--- src/rtl/spi_note_decoder.sv ---
// SPI mode-0 slave that turns NOTE_ON / NOTE_OFF packets into held command
// registers plus one-cycle strobes for the voice controller.
module spi_note_decoder #(
    parameter int NUM_VOICES  = 256,
    parameter int SYNC_STAGES = 2
) (
    input  logic        i_clk,
    input  logic        i_reset,
    input  logic        i_sck,
    input  logic        i_mosi,
    input  logic        i_cs_n,
    output logic        o_note_status,
    output logic [7:0]  o_voice_index,
    output logic [7:0]  o_velocity,
    output logic [31:0] o_tuning_code,
    output logic        o_flag_dds,
    output logic        o_flag_adsr,
    output logic        o_frame_error
);

    typedef enum logic [2:0] {
        IDLE,
        CMD,
        PAYLOAD,
        COMMIT,
        WAIT_CS,
        DISCARD
    } state_t;

    localparam logic [7:0] CMD_NOTE_ON  = 8'h01;
    localparam logic [7:0] CMD_NOTE_OFF = 8'h02;
    localparam int         LIMIT_INT    = (NUM_VOICES > 256) ? 256 : NUM_VOICES;
    localparam logic [8:0] VOICE_LIMIT  = 9'(LIMIT_INT);

    state_t state, state_d;

    logic [SYNC_STAGES-1:0] sck_sync;
    logic [SYNC_STAGES-1:0] mosi_sync;
    logic [SYNC_STAGES-1:0] cs_sync;
    logic [SYNC_STAGES:0]   arm_pipe;

    logic sck_s, mosi_s, cs_s;
    logic sck_q, cs_q, mosi_q;
    logic sck_rise, cs_rise, cs_fall;

    logic [2:0] bit_cnt;
    logic [2:0] byte_cnt;
    logic [6:0] shift;
    logic [7:0] byte_val;
    logic       in_frame;
    logic       byte_done;
    logic       last_byte;
    logic       cmd_known;
    logic       voice_ok;

    logic        note_on_sh;
    logic [2:0]  frame_len;
    logic [7:0]  voice_sh;
    logic [7:0]  vel_sh;
    logic [31:0] tune_sh;

    logic start_frame;
    logic load_cmd;
    logic commit_on;
    logic commit_off;
    logic err_d;

    assign sck_s  = sck_sync[SYNC_STAGES-1];
    assign mosi_s = mosi_sync[SYNC_STAGES-1];
    assign cs_s   = cs_sync[SYNC_STAGES-1];

    assign in_frame  = (state == CMD) || (state == PAYLOAD);
    assign byte_val  = {shift, mosi_q};
    assign byte_done = in_frame && sck_rise && (bit_cnt == 3'd7);
    assign last_byte = (byte_cnt == (frame_len - 3'd1));
    assign cmd_known = (byte_val == CMD_NOTE_ON) || (byte_val == CMD_NOTE_OFF);
    assign voice_ok  = ({1'b0, voice_sh} < VOICE_LIMIT);

    // Synchronise the asynchronous SPI pins; arm_pipe marks when the
    // CS chain holds real pin data so a low CS after reset is not a fall.
    always_ff @(posedge i_clk or posedge i_reset) begin
        if (i_reset) begin
            sck_sync  <= '0;
            mosi_sync <= '0;
            cs_sync   <= '1;
            arm_pipe  <= '0;
        end else begin
            sck_sync  <= {sck_sync[SYNC_STAGES-2:0], i_sck};
            mosi_sync <= {mosi_sync[SYNC_STAGES-2:0], i_mosi};
            cs_sync   <= {cs_sync[SYNC_STAGES-2:0], i_cs_n};
            arm_pipe  <= {arm_pipe[SYNC_STAGES-1:0], 1'b1};
        end
    end

    // Registered edge detection keeps SCK, MOSI and CS events aligned.
    always_ff @(posedge i_clk or posedge i_reset) begin
        if (i_reset) begin
            sck_q    <= 1'b0;
            cs_q     <= 1'b1;
            mosi_q   <= 1'b0;
            sck_rise <= 1'b0;
            cs_rise  <= 1'b0;
            cs_fall  <= 1'b0;
        end else begin
            sck_q    <= sck_s;
            cs_q     <= cs_s;
            mosi_q   <= mosi_s;
            sck_rise <= sck_s & ~sck_q;
            cs_rise  <= cs_s & ~cs_q;
            cs_fall  <= ~cs_s & cs_q & arm_pipe[SYNC_STAGES];
        end
    end

    // FSM state register.
    always_ff @(posedge i_clk or posedge i_reset) begin
        if (i_reset) begin
            state <= IDLE;
        end else begin
            state <= state_d;
        end
    end

    // FSM next state and per-cycle control decisions.
    always_comb begin
        state_d     = state;
        start_frame = 1'b0;
        load_cmd    = 1'b0;
        commit_on   = 1'b0;
        commit_off  = 1'b0;
        err_d       = 1'b0;
        case (state)
            IDLE: begin
                if (cs_fall) begin
                    state_d     = CMD;
                    start_frame = 1'b1;
                end
            end
            CMD: begin
                if (byte_done) begin
                    if (!cmd_known) begin
                        state_d = DISCARD;
                    end else if (cs_rise) begin
                        err_d   = 1'b1;
                        state_d = IDLE;
                    end else begin
                        load_cmd = 1'b1;
                        state_d  = PAYLOAD;
                    end
                end else if (cs_rise) begin
                    err_d   = 1'b1;
                    state_d = IDLE;
                end
            end
            PAYLOAD: begin
                if (byte_done && last_byte) begin
                    state_d = COMMIT;
                end else if (cs_rise) begin
                    err_d   = 1'b1;
                    state_d = IDLE;
                end
            end
            COMMIT: begin
                if (!voice_ok) begin
                    err_d = 1'b1;
                end else if (note_on_sh) begin
                    commit_on = 1'b1;
                end else begin
                    commit_off = 1'b1;
                end
                state_d = cs_q ? IDLE : WAIT_CS;
            end
            WAIT_CS: begin
                if (cs_fall) begin
                    state_d     = CMD;
                    start_frame = 1'b1;
                end else if (cs_q) begin
                    state_d = IDLE;
                end
            end
            DISCARD: begin
                if (cs_fall) begin
                    err_d       = 1'b1;
                    state_d     = CMD;
                    start_frame = 1'b1;
                end else if (cs_q) begin
                    err_d   = 1'b1;
                    state_d = IDLE;
                end
            end
            default: begin
                state_d = IDLE;
            end
        endcase
    end

    // Bit/byte counters and the MOSI shift register.
    always_ff @(posedge i_clk or posedge i_reset) begin
        if (i_reset) begin
            bit_cnt  <= '0;
            byte_cnt <= '0;
            shift    <= '0;
        end else if (start_frame) begin
            bit_cnt  <= '0;
            byte_cnt <= '0;
            shift    <= '0;
        end else if (in_frame && sck_rise) begin
            bit_cnt <= bit_cnt + 3'd1;
            shift   <= byte_val[6:0];
            if (bit_cnt == 3'd7) begin
                byte_cnt <= byte_cnt + 3'd1;
            end
        end
    end

    // Shadow registers collect the packet until it is committed.
    always_ff @(posedge i_clk or posedge i_reset) begin
        if (i_reset) begin
            note_on_sh <= 1'b0;
            frame_len  <= '0;
            voice_sh   <= '0;
            vel_sh     <= '0;
            tune_sh    <= '0;
        end else if (start_frame) begin
            note_on_sh <= 1'b0;
            frame_len  <= '0;
            voice_sh   <= '0;
            vel_sh     <= '0;
            tune_sh    <= '0;
        end else if (load_cmd) begin
            note_on_sh <= (byte_val == CMD_NOTE_ON);
            frame_len  <= (byte_val == CMD_NOTE_ON) ? 3'd7 : 3'd2;
        end else if ((state == PAYLOAD) && byte_done) begin
            case (byte_cnt)
                3'd1:    voice_sh        <= byte_val;
                3'd2:    vel_sh          <= byte_val;
                3'd3:    tune_sh[31:24]  <= byte_val;
                3'd4:    tune_sh[23:16]  <= byte_val;
                3'd5:    tune_sh[15:8]   <= byte_val;
                3'd6:    tune_sh[7:0]    <= byte_val;
                default: voice_sh        <= voice_sh;
            endcase
        end
    end

    // Held command registers and one-cycle strobes, written only on commit.
    always_ff @(posedge i_clk or posedge i_reset) begin
        if (i_reset) begin
            o_note_status <= 1'b0;
            o_voice_index <= '0;
            o_velocity    <= '0;
            o_tuning_code <= '0;
            o_flag_dds    <= 1'b0;
            o_flag_adsr   <= 1'b0;
            o_frame_error <= 1'b0;
        end else begin
            o_flag_dds    <= commit_on;
            o_flag_adsr   <= commit_on | commit_off;
            o_frame_error <= err_d;
            if (commit_on) begin
                o_note_status <= 1'b1;
                o_voice_index <= voice_sh;
                o_velocity    <= vel_sh;
                o_tuning_code <= tune_sh;
            end else if (commit_off) begin
                o_note_status <= 1'b0;
                o_voice_index <= voice_sh;
            end
        end
    end

endmodule
--- config.mk ---
export PLATFORM = sky130hd
export DESIGN_NAME = spi_note_decoder
export DESIGN_NICKNAME = d
export VERILOG_FILES = /design/src/rtl/spi_note_decoder.sv
export SDC_FILE = /design/constraint.sdc
export NUM_CORES = 1
export LEC_CHECK = 0
export ABC_CLOCK_PERIOD_IN_PS = 7300
export CORE_ASPECT_RATIO = 1.2
export CORE_MARGIN = 1
export CORE_UTILIZATION = 55
export CTS_CLUSTER_SIZE = 12
export DETAILED_ROUTE_END_ITERATION = 8
export PLACE_DENSITY = 0.9
export SYNTH_ARGS = -nofsm -noshare
export SYNTH_HDL_FRONTEND = slang
export SYNTH_SLANG_ARGS = --single-unit
--- constraint.sdc ---
create_clock -name i_clk -period 7.3 [get_ports i_clk]
set_input_delay 1.46 -clock i_clk [delete_from_list [all_inputs] [get_ports i_clk]]
set_output_delay 1.46 -clock i_clk [all_outputs]
set_load 0.005 [all_outputs]
==> flow_summary.yaml, run 1 <==
setup_path:
  crit_fanout: 2
  crit_chain: "clkdlybuf4s50_1"
  startpoint: "o_note_status"
  worstReg2RegStart: "bit_cnt[0]"
  required_ps: 5840
  crit_family: "buffers and inverters"
  path_class: "flip-flop to output port"
  worstSetupEndpointType: "output port"
  start_kind: "flip-flop"
  critPathBufInv: 1
  cpPeakStageDelay_ps: 530
  cp_slowest_cell: "clkdlybuf4s50_1"
  arrival_ps: 1440
placement:
  dp_hpwl_mm: 6.53
  place.port_buffers: 56
  gp_congestion: 0.924
timing:
  period_share: 0.398
  skew_ps: 8.93
  finalSetupViolCount: 0
  slew-limit-headroom: 0.151
  report.final.slew_viol_count: 0
  holdWs_ps: 346
  max_freq_mhz: 344
  rsz0062_at_grt: "no"
  setup_tns_ps: 0
  worst_slew_pin_slew_ps: 1270
  finalHoldViolations: 0
  period_needed_ps: 2900
power_and_ir_drop:
  vdd_drop_max_mv: 0.192
  power_switching_share: 0.253
  p_total_mw: 1.76
  clockPowerShare: 0.451
  static-leakage-power_nw: 2.96
  p_per_area_nw_per_um2: 279
  p_switching_mw: 0.445
  comb_power_share: 0.086
  pwr-share-seq: 0.463
  intPower_mw: 1.31
logic_synthesis:
  synth_nets: 421
  yosys_register_bits: 133
  synth_edf_count: 0
  syn-instance-count: 408
  postSynthAreaPerCell_um2: 12.6
  ys_seq_area_frac: 0.650
  syn-cell-area_um2: 5130
  synth_area_leader_cell: "dfrtp_1"
  synth.distinct_cells: 40
  synth-main-ff-cell: "dfrtp_1"
  async_flop_share: 1.00
  yosys_warnings: 0
  synth_top_cell_area_share: 0.635
  synth_area_leaders: "dfrtp_1 63%, mux2_2 11%, o21ai_0 5.4%"
final_layout:
  finalCoreUtilization: 0.698
  layout_common_cells: "130 x dfrtp_1, 56 x clkdlybuf4s50_1, 55 x o21ai_0, 48 x mux2_2, 41 x nand3_1"
  antenna_cells: 0
  area_delta_synth_final_pct: 22.9
  drive_above_1_share: 0.188
  final_common_cell: "dfrtp_1"
  nets: 478
grt:
  track_usage: 0.255
  grt_max_degree: 73
  grt_antenna_before_repair: 0
  grt_pass1_wl_mm: 18.3
  grt_overflow: 0
  grt_pass1_vias: 3632
clocking:
  holdBufCountCts: 0
  clock-root-buffer: "clkbuf_8"
  cts_tree: "done"
  cts_max_level: 4
  clk_latency_ps: 540
  clk_path_buf_depth: 2
  post_cts_buffers: 0
  cts_made_buffers: 17
  cts.sinks: 133
  cts_resized: 0
  cts.reportedPaths.clkPinSlew_ps: 60
drt:
  wl_per_cell_um: 18.7
  vias: 3496
  wl_mm: 11.2
  drt_iter0_drc: 220
  drcViolationCount: 0
  drt_pass1_iterations: 6
  final_antenna_net_count: 0
  vias_per_cell: 5.85
floorplan:
  dieHeight_um: 108
  die_w_um: 90.1
  initial_core_util: 0.567
  ios: 57
  die_area_um2: 9710
  rows: 38
  core-area_um2: 9030
run:
  cap_violations: 0
worst_hold_path:
  min_path_type: "flip-flop to flip-flop"
  holdCritStartpoint: "mosi_sync[1]"
outcome:
  status: "finished, final reports clean"
==> power groups by stage <==
stage	Clock [mW]	Combinational [mW]	Sequential [mW]
6_report	0.794	0.151	0.815
5_1_grt	0.829	0.168	0.820
4_1_cts	0.798	0.151	0.814
3_5_place_dp	0	0.147	0.825
3_3_place_gp	0	0.140	0.823
2_1_floorplan	0	0.104	0.814
==> sequential cells by signal, indices dropped and copies added (netlist names), 2 cells and up <==
register,count
arm_pipe,3
bit_cnt,3
byte_cnt,3
cs_sync,2
frame_len,2
mosi_sync,2
o_tuning_code,32
o_velocity,8
o_voice_index,8
sck_sync,2
shift,7
state,3
tune_sh,32
vel_sh,8
voice_sh,8
==> through the flow <==
step           instance area, um^2  std cells  worst slack [ps]
2_1_floorplan                 5130        408              2290
3_3_place_gp                  5750        566              3960
3_5_place_dp                  5750        566              3890
4_1_cts                       6300        598              4380
5_1_grt                       6300        598              4210
6_report                      6300        598              4400
==> path summary, 6_finish.rpt <==
check                      slack (ps)  cells past startpoint       endpoint
hold / removal                    350                      0         mosi_q
min in group asynchronous        1420                      2    tune_sh[11]
setup / recovery                 4400                      1  o_note_status
hold reg to reg                   350                      0         mosi_q
setup reg to reg                 4750                      5    tune_sh[29]
max in group asynchronous        4520                      3    tune_sh[22]
==> cell usage after synthesis, drive strengths merged (2+ instances only) <==
cell type	number
buf	10
nor2b	4
nor3b	2
o21ai	56
nand4	7
mux2i	4
dfstp	3
xor2	3
nand3	41
a21oi	4
clkbuf	10
inv	11
nand2	37
ha	8
nor2	9
mux2	48
xnor2	3
and2	2
and3	2
dfrtp	130
==> routing by layer <==
metal  global-route usage  vias to the layer above  wire, um
met2                0.438                      139      5990
met4                0.151                        0       342
met1                0.282                     1783      4240
met3               0.0734                       29       613
met5                    0                        -         0
li1                     -                     1545         -
==> logic make-up after synthesis <==
kind of cell | after synthesis | share of synthesized area
multiplexers | 52 | 0.113
AO/OA/AOI/OAI | 68 | 0.0713
adder cells (fa/ha/maj) | 8 | 0.0195
other | 1 | 0.000732
flip-flops | 133 | 0.650
XOR/XNOR | 6 | 0.0103
AND/OR/NAND/NOR | 109 | 0.107
buffers and inverters | 31 | 0.0276
==> final cells by class <==
class | instances | area [um^2]
multi-input cells | 244 | 1650
well taps | 120 | 150
clock inverters | 11 | 109
clock buffers | 21 | 439
repair buffers | 58 | 576
fillers | 610 | 2730
inverters | 11 | 43.8
flip-flops and latches | 133 | 3330
(Power assumes the default switching activity.)
==> run 2: changes to the inputs <==
==> config.mk (replaced) <==
export PLATFORM = sky130hd
export DESIGN_NAME = spi_note_decoder
export DESIGN_NICKNAME = d
export VERILOG_FILES = /design/src/rtl/spi_note_decoder.sv
export SDC_FILE = /design/constraint.sdc
export NUM_CORES = 1
export LEC_CHECK = 0
export ABC_CLOCK_PERIOD_IN_PS = 2400
export CORE_ASPECT_RATIO = 1.2
export CORE_MARGIN = 1
export CORE_UTILIZATION = 50
export CTS_CLUSTER_SIZE = 12
export DETAILED_ROUTE_END_ITERATION = 8
export PLACE_DENSITY = 0.87
export SYNTH_ARGS = -nofsm -noshare
export SYNTH_HDL_FRONTEND = slang
export SYNTH_SLANG_ARGS = --single-unit
==> constraint.sdc (replaced) <==
create_clock -name i_clk -period 2.4 [get_ports i_clk]
set_input_delay 0.48 -clock i_clk [delete_from_list [all_inputs] [get_ports i_clk]]
set_output_delay 0.48 -clock i_clk [all_outputs]
set_load 0.005 [all_outputs]
==> run 2 against run 1 <==
Net effect:
- wire length decreased by 1.1%
- clock power increased to 3.5 times the previous value
- total power increased to 3.2 times the previous value
- via count decreased by 1.0%
- sequential share of layout area decreased by 1.5 points
- sequential power increased to 3.0 times the previous value
- final area increased by 3.0%
- critical path type is now flip-flop to flip-flop
- critical endpoint is now vel_sh[3]
- largest cell class unchanged
- largest power group is now the clock network
==> flow_summary.yaml, run 2 (synthesis results as in run 1) <==
power_and_ir_drop:
  static-leakage-power_nw: 3.03
  p_per_area_nw_per_um2: 876
  vdd_drop_max_mv: 0.652
final_layout:
  seqCellArea_um2: 3330
  nets: 486
  fillerInstances: 711
  fin_cells: 612
  multi_input_area_um2: 1650
  layout_common_cells: "130 x dfrtp_1, 56 x clkdlybuf4s50_1, 55 x o21ai_0, 48 x mux2_2, 41 x nand3_1"
  area_delta_synth_final_pct: 26.7
  finalCoreUtilization: 0.649
  fin_area_um2: 6490
  top_regs: "o_tuning_code x32, tune_sh x32"
  antenna_cells: 0
  final_common_cell: "dfrtp_1"
  drive_above_1_share: 0.206
setup_path:
  cp_slowest_cell: "nand4_1"
  startpoint: "bit_cnt[0]"
  rr_worst_depth: 6
  required_ps: 2640
  arrival_ps: 2450
  crit_chain: "ha_1 > ha_1 > and2_1 > nand4_1 > nand3_1 > o21ai_0"
  r2r_slack_ps: 190
  worstReg2RegStart: "bit_cnt[0]"
  crit_fanout: 16
  crit_path_frequent_cell: "ha_1"
  start_kind: "flip-flop"
  r2r-end: "vel_sh[3]"
  worstSetupEndpointType: "flip-flop"
  path_class: "flip-flop to flip-flop"
  cpPeakStageDelay_ps: 570
clocking:
  cts.sinks: 133
  cts_made_buffers: 17
  cts_max_level: 4
  clk_latency_ps: 420
  holdBufCountCts: 0
  post_cts_buffers: 0
  cts.reportedPaths.clkPinSlew_ps: 60
  cts_tree: "done"
  clock-root-buffer: "clkbuf_16"
  clk_path_buf_depth: 2
  cts_resized: 0
drt:
  wl_mm: 11.1
  drt_pass1_iterations: 7
  vias: 3461
  drt_iter0_drc: 242
  wl_per_cell_um: 18.1
  vias_per_cell: 5.66
  final_antenna_net_count: 0
  drcViolationCount: 0
timing:
  rsz0062_at_grt: "no"
  slew-limit-headroom: 0.553
  setup_tns_ps: 0
  report.final.slew_viol_count: 0
  finalHoldViolations: 0
  worst_slew_pin_slew_ps: 668
  period_needed_ps: 2210
  period_share: 0.920
  finalSetupViolCount: 0
  max_freq_mhz: 453
  skew_ps: 11.3
worst_hold_path:
  whs_path_depth: 0
  min_path_type: "flip-flop to flip-flop"
  holdCritStartpoint: "arm_pipe[0]"
  hold-path-endpoint: "arm_pipe[1]"
grt:
  grt_pass1_vias: 3543
  grt_antenna_before_repair: 0
  grt_overflow: 0
  track_usage: 0.228
  grt_max_degree: 88
  grt_pass1_wl_mm: 18.0
placement:
  dp_hpwl_mm: 6.91
  placed_cells: 580
  place.port_buffers: 56
  placed_area_um2: 5850
  gp_congestion: 0.880
outcome:
  status: "finished, final reports clean"
floorplan:
  ios: 57
  initial_core_util: 0.512
  core-area_um2: 10000
  die_w_um: 94.4
  rows: 40
  dieHeight_um: 113
  die_area_um2: 10700
run:
  cap_violations: 0
## run 2: cell count changes in the layout (fill, tap and decap cells not counted), sizes merged
cell      change
buf           +8
clkinv        -5
clkinvlp      +4
inv           -1
bufinv        +2
## run 2: where the power goes
part	switching [mW]	total [mW]	internal [mW]
sequential	0.109	2.48	2.37
combinational	0.295	0.437	0.142
clock	0.944	2.77	1.82
## run 2: final cells by class
cell class	count	area share
flip-flops and latches	133	0.513
multi-input cells	244	0.255
repair buffers	66	0.102
clock buffers	21	0.0725
clock inverters	11	0.0268
well taps	126	0.0243
inverters	11	0.00694
## run 2: routing by layer
metal	wire [um]	GRT usage	part of all wire
met5	0	0	0
met4	221	0.106	0.020
met2	5860	0.379	0.53
met1	4400	0.273	0.40
met3	599	0.0625	0.054
## run 2: through the flow
stage | total power, mW | hold slack (ps) | setup WS (ps)
after floorplan | 2.79 | 331 | 271
after global placement | 2.91 | 335 | 456
after detailed placement | 2.94 | 339 | 363
after CTS | 5.71 | 353 | 212
after global routing | 5.88 | 358 | 70.8
final | 5.69 | 351 | 193
## run 2: worst max-delay path by stage
stage,endpoint,slack [ps],depth (start not counted)
floorplan,arm_pipe[0],270,1
global placement,tune_sh[5],460,6
detailed placement,tune_sh[6],360,6
CTS,tune_sh[6],210,6
global route,tune_sh[6],70,6
finish,vel_sh[3],190,6
## run 2: worst max-delay path, delay by kind of cell, from the launching register on
kind                       cells  cell delay (ps)
AOI/OAI and AO/OA              1              170
adders and majority gates      2              330
DFF                            1              370
and+or+nand+nor                3             1160
